`config.mk`:
```
export PLATFORM = sky130hd
export DESIGN_NAME = fir_coef_loader_flat
export DESIGN_NICKNAME = d
export VERILOG_FILES = /design/src/rtl/fir_pkg.sv /design/src/rtl/fir_coef_loader_if.sv /design/src/rtl/fir_coef_loader.sv /design/src/flat_wrapper.sv
export SDC_FILE = /design/constraint.sdc
export NUM_CORES = 1
export LEC_CHECK = 0
export BUFFER_PORTS_ARGS = -buffer_cell sky130_fd_sc_hd__buf_2
export CAP_MARGIN = 20
export CORE_AREA = 2 2 129 156
export DETAILED_ROUTE_END_ITERATION = 16
export DIE_AREA = 0 0 131 158
export PLACE_DENSITY = 0.68
export SETUP_SLACK_MARGIN = 0.02
export SYNTH_ARGS = -nofsm -noshare
export SYNTH_HDL_FRONTEND = slang
export SYNTH_SLANG_ARGS = --single-unit
```
`constraint.sdc`:
```
create_clock -name clk -period 5.2 [get_ports clk]
set_clock_uncertainty 0.1 [all_clocks]
set_input_delay 0.26 -clock clk [delete_from_list [all_inputs] [get_ports clk]]
set_output_delay 0.26 -clock clk [all_outputs]
set_load 0.05 [all_outputs]
```
`src/rtl/fir_pkg.sv`:
```
// Shared FIR definitions: default widths and the coefficient-loader state type.
package fir_pkg;
    localparam int FIR_N      = 32;
    localparam int FIR_DELAYS = 3;

    typedef enum logic [1:0] {
        IDLE,
        LOAD,
        COMMIT
    } coef_state_t;
endpackage

```
`src/rtl/fir_coef_loader_if.sv`:
```
// Coefficient word stream (valid/ready) feeding the FIR coefficient loader.
interface fir_coef_loader_if
    import fir_pkg::*;
#(
    parameter int N = FIR_N
);
    logic [N-1:0] coef_in;
    logic         coef_valid;
    logic         coef_ready;

    modport master (output coef_in, output coef_valid, input coef_ready);
    modport slave  (input coef_in, input coef_valid, output coef_ready);
endinterface

```
`src/rtl/fir_coef_loader.sv`:
```
// Streams FIR coefficients into a shadow bank, then commits the full set to b in one cycle
// so the taps never observe a partially written set.
module fir_coef_loader
    import fir_pkg::*;
#(
    parameter int DELAYS = FIR_DELAYS,
    parameter int N      = FIR_N
) (
    input  logic                      clk,
    input  logic                      rst,
    fir_coef_loader_if.slave          cif,
    input  logic                      load_start,
    input  logic                      abort,
    output logic [(DELAYS+1)*N-1:0]   b,
    output logic                      busy,
    output logic                      loaded,
    output logic                      commit_pulse,
    output logic                      err
);
    localparam int TAPS  = DELAYS + 1;
    localparam int CNT_W = $clog2(TAPS);
    localparam logic [CNT_W-1:0] LAST = CNT_W'(TAPS - 1);

    coef_state_t      state_q, state_d;
    logic [CNT_W-1:0] count_q;
    logic [N-1:0]     shadow_q [TAPS];
    logic             beat;
    logic             store;

    assign cif.coef_ready = (state_q == LOAD);
    assign busy           = (state_q != IDLE);
    assign beat           = cif.coef_valid && cif.coef_ready;
    // abort and restart both outrank a beat arriving in the same cycle
    assign store          = beat && !abort && !load_start;

    always_ff @(posedge clk) begin
        if (rst) state_q <= IDLE;
        else     state_q <= state_d;
    end

    always_comb begin
        state_d = state_q;
        case (state_q)
            IDLE:    if (load_start) state_d = LOAD;
            LOAD: begin
                if (abort)                         state_d = IDLE;
                else if (load_start)               state_d = LOAD;
                else if (beat && count_q == LAST)  state_d = COMMIT;
            end
            COMMIT:  state_d = IDLE;
            default: state_d = IDLE;
        endcase
    end

    always_ff @(posedge clk) begin
        if (rst) begin
            count_q      <= '0;
            err          <= 1'b0;
            loaded       <= 1'b0;
            commit_pulse <= 1'b0;
        end else begin
            commit_pulse <= 1'b0;
            case (state_q)
                IDLE: begin
                    if (load_start) begin
                        count_q <= '0;
                        err     <= 1'b0;
                    end
                end
                LOAD: begin
                    if (abort) begin
                        err <= 1'b1;
                    end else if (load_start) begin
                        count_q <= '0;
                        err     <= 1'b1;
                    end else if (beat && count_q != LAST) begin
                        count_q <= count_q + 1'b1;
                    end
                end
                COMMIT: begin
                    commit_pulse <= 1'b1;
                    loaded       <= 1'b1;
                end
                default: ;
            endcase
        end
    end

    // ---- shadow bank write / atomic commit to the active bus ----
    always_ff @(posedge clk) begin
        if (rst) begin
            for (int i = 0; i < TAPS; i++) shadow_q[i] <= '0;
            b <= '0;
        end else begin
            if (state_q == LOAD && store) shadow_q[count_q] <= cif.coef_in;
            if (state_q == COMMIT) begin
                for (int i = 0; i < TAPS; i++) b[i*N +: N] <= shadow_q[i];
            end
        end
    end
endmodule

```
`src/flat_wrapper.sv`:
```
// flat-port wrapper written by rule: the top's interface ports become plain ports
module fir_coef_loader_flat import fir_pkg::*;
#(
    parameter int DELAYS = FIR_DELAYS,
    parameter int N      = FIR_N
)
  (clk, rst, load_start, abort, b, busy, loaded, commit_pulse, err, cif_coef_in, cif_coef_valid, cif_coef_ready);
  fir_coef_loader_if #(.N(N)) cif_i ();
  input  logic clk;
  input  logic rst;
  input  logic load_start;
  input  logic abort;
  output logic [(DELAYS+1)*N-1:0] b;
  output logic busy;
  output logic loaded;
  output logic commit_pulse;
  output logic err;
  input wire logic [$bits(cif_i.coef_in)-1:0] cif_coef_in;
  input wire logic [$bits(cif_i.coef_valid)-1:0] cif_coef_valid;
  output wire logic [$bits(cif_i.coef_ready)-1:0] cif_coef_ready;
  assign cif_i.coef_in = cif_coef_in;
  assign cif_i.coef_valid = cif_coef_valid;
  assign cif_coef_ready = cif_i.coef_ready;
  fir_coef_loader #(.DELAYS(DELAYS), .N(N)) u_core (.clk(clk), .rst(rst), .cif(cif_i), .load_start(load_start), .abort(abort), .b(b), .busy(busy), .loaded(loaded), .commit_pulse(commit_pulse), .err(err));
endmodule
```
==> flow_summary.toml <==
[placed_design]
dp_hpwl_mm = 13.1
placed_cell_area_mm2 = 0.0105
dp_cells = 1256
io_buffers = 169
place_congestion = 0.756

[status]
status = "complete, no violations"

[route]
drtAntennaViolNets = 0
via_per_inst = 4.99
routed_wirelength_mm = 22.0
topRoutingLayerUsed = "met4"
drc = 0
num_vias = 6659
initialDrtViolationCount = 411
met1_length_mm = 9.52
wire_per_inst_um = 16.5
dr.pass1.iters = 5
wl_met2_mm = 10.7
wl_met3_mm = 1.26

[final_layout]
final_area_mm2 = 0.0116
n_fill_cell = 1660
num_antenna_cells = 0
final_nets = 1093
drive_gt1_share_pct = 20.8
instances_no_fill = 1335
syn_to_final_growth_pct = 22.9

[clocking]
path_clk_slew_ps = 70
clock_path_buffers = 3
cts_root_buf = "clkbuf_16"
clk_latency_ps = 520
htree_levels = 1
cts_made_buffers = 25
cts.sinks = 263
postCtsSetupBuffers = 0
cts_tree = "built"

[timing]
finalHoldViolCount = 0
timing.final.crit_share_pct = 53.8
grt_setup_unrepaired = "no"
slew_headroom_pct = 31.6
period_needed_ps = 2800
clock.fmax_ghz = 0.357
setup_tns_ps = 0
setup_viol = 0
tightestPinTransition_ps = 1020
slew_viol_final = 0

[pwr]
power.leakage_nw = 4.60
power.total_w = 0.00408
power_density_mw_per_mm2 = 351
peakVddDrop_mv = 0.281

[critical_path]
critical_path_class = "flop to flop"
crit_fanout = 33
required_ps = 5250
worstPathArrival_ps = 2850
crit_path_start_kind = "flop"
cp-end-kind = "flop"

[yosys]
ys_types = 28
ys_ff_latch = 263
yosys_warnings = 0
syn_area_mm2 = 0.00947
synth_area_per_cell_um2 = 10.8
synthCells = 874
synth_nets = 912
ys_seq_area_share_pct = 69.1

[floorplanning]
die_h_um = 158
rows = 56
die_w_um = 131
ios = 170
start_util_pct = 49.1
floorplan.die_area_mm2 = 0.0207
core_mm2 = 0.0193

[global_route]
antenna_found_initial = 0
grt_overflow = 0
grt_pass1_vias = 6383
grt_max_degree = 84
grt_pass1_wl_mm = 33.6
grtUsageTotal_pct = 21.0

[job]
maxCapViolCount = 0

[hold_path]
hp-class = "input port to flop"
## layer usage
layer,GRT usage [%],vias up
met3,3.24,41
met2,35.2,202
li1,-,3252
met5,0,-
met1,28.1,3164
met4,6.28,0
## area by class of cell
class | count | area (um2) | share of cell area, %
Timing Repair Buffer | 210 | 1260 | 10.8
Clock buffer | 39 | 718 | 6.17
Sequential cell | 263 | 6550 | 56.2
Multi-Input combinational cell | 552 | 2710 | 23.3
Tap cell | 261 | 327 | 2.81
Inverter | 3 | 11.3 | 0.0968
Clock inverter | 7 | 63.8 | 0.548
## through the flow
step / setup slack (ps) / hold slack, ps / utilization (%)
2_1_floorplan: 2950 / 327 / -
3_3_place_gp: 2450 / 340 / 54.5
3_5_place_dp: 2390 / 345 / 54.6
4_1_cts: 2380 / 12.7 / 60.4
5_1_grt: 2270 / 20.7 / 60.4
6_report: 2400 / 24.3 / 60.4
## repair_timing
action,CTS,global route
hold buffers,33,0
endpoints found under the hold margin,114,0
gates resized for setup,0,0
endpoints found under the setup margin,0,0
## cells by family (layout without fill, tap and decap cells)
kind of cell	Yosys count	in the layout	share of synthesized area, %
buf+inv	59	259	2.42
fa+ha+maj	1	1	0.132
simple gates	412	412	20.8
compound gates	139	139	7.52
flops	263	263	69.1
## state kept, by name (all words and copies together) (netlist names)
register             count
b                      128
u_core.commit_pulse      1
u_core.count_q           2
u_core.err               1
u_core.loaded            1
u_core.shadow_q        128
u_core.state_q           2
## synthesized netlist by cell type, drive strengths merged
master | n | area share [%]
a21o | 1 | 0.079
a21oi | 131 | 6.9
a31o | 2 | 0.19
a31oi | 1 | 0.066
a32o | 1 | 0.11
and2 | 129 | 8.5
and3b | 1 | 0.093
buf | 4 | 0.16
clkbuf | 52 | 2.1
dfxtp | 135 | 29
edfxtp | 128 | 41
ha | 1 | 0.13
inv | 3 | 0.12
nand2 | 258 | 10
nand2b | 3 | 0.20
nand3b | 1 | 0.079
nand4 | 1 | 0.066
nor2 | 7 | 0.28
nor2b | 2 | 0.13
nor3 | 3 | 0.33
nor4 | 2 | 0.45
o21ai | 3 | 0.16
or2 | 3 | 0.20
or3 | 1 | 0.066
or4b | 1 | 0.15
## final timing paths
path	start	to	slack, ps	depth (start not counted)
max	u_core.state_q[0]	u_core.shadow_q[0][18]	2400	4
min	cif_coef_in[31]	u_core.shadow_q[0][31]	20	2
max reg2reg	u_core.state_q[0]	u_core.shadow_q[0][18]	2400	4
min reg2reg	b[96]	b[96]	350	2
## cell usage in the layout (no fill, tap or decap), types with 3 or more instances in the layout
cell type	n
nand2_1	258
buf_2	168
dfxtp_1	135
a21oi_1	131
and2_1	129
edfxtp_1	128
dlygate4sd3_1	33
clkbuf_16	25
clkbuf_1	10
buf_4	8
nor2_1	7
clkbuf_8	4
or2_2	3
inv_1	3
o21ai_0	3
## worst max-delay path: stages (launching register included)
cell and delay (ps):
dfxtp_1 480, or4b_4 590, nor3_4 180, buf_4 310, or2_2 740
## report_power, final
| group | internal (W) | switching (W) | total (W) |
|---|---|---|---|
| clock network | 0.000998 | 0.000751 | 0.00175 |
| logic | 0.0000375 | 0.0000775 | 0.000115 |
| registers | 0.00221 | 0.0000125 | 0.00222 |
(Power assumes the default switching activity.)
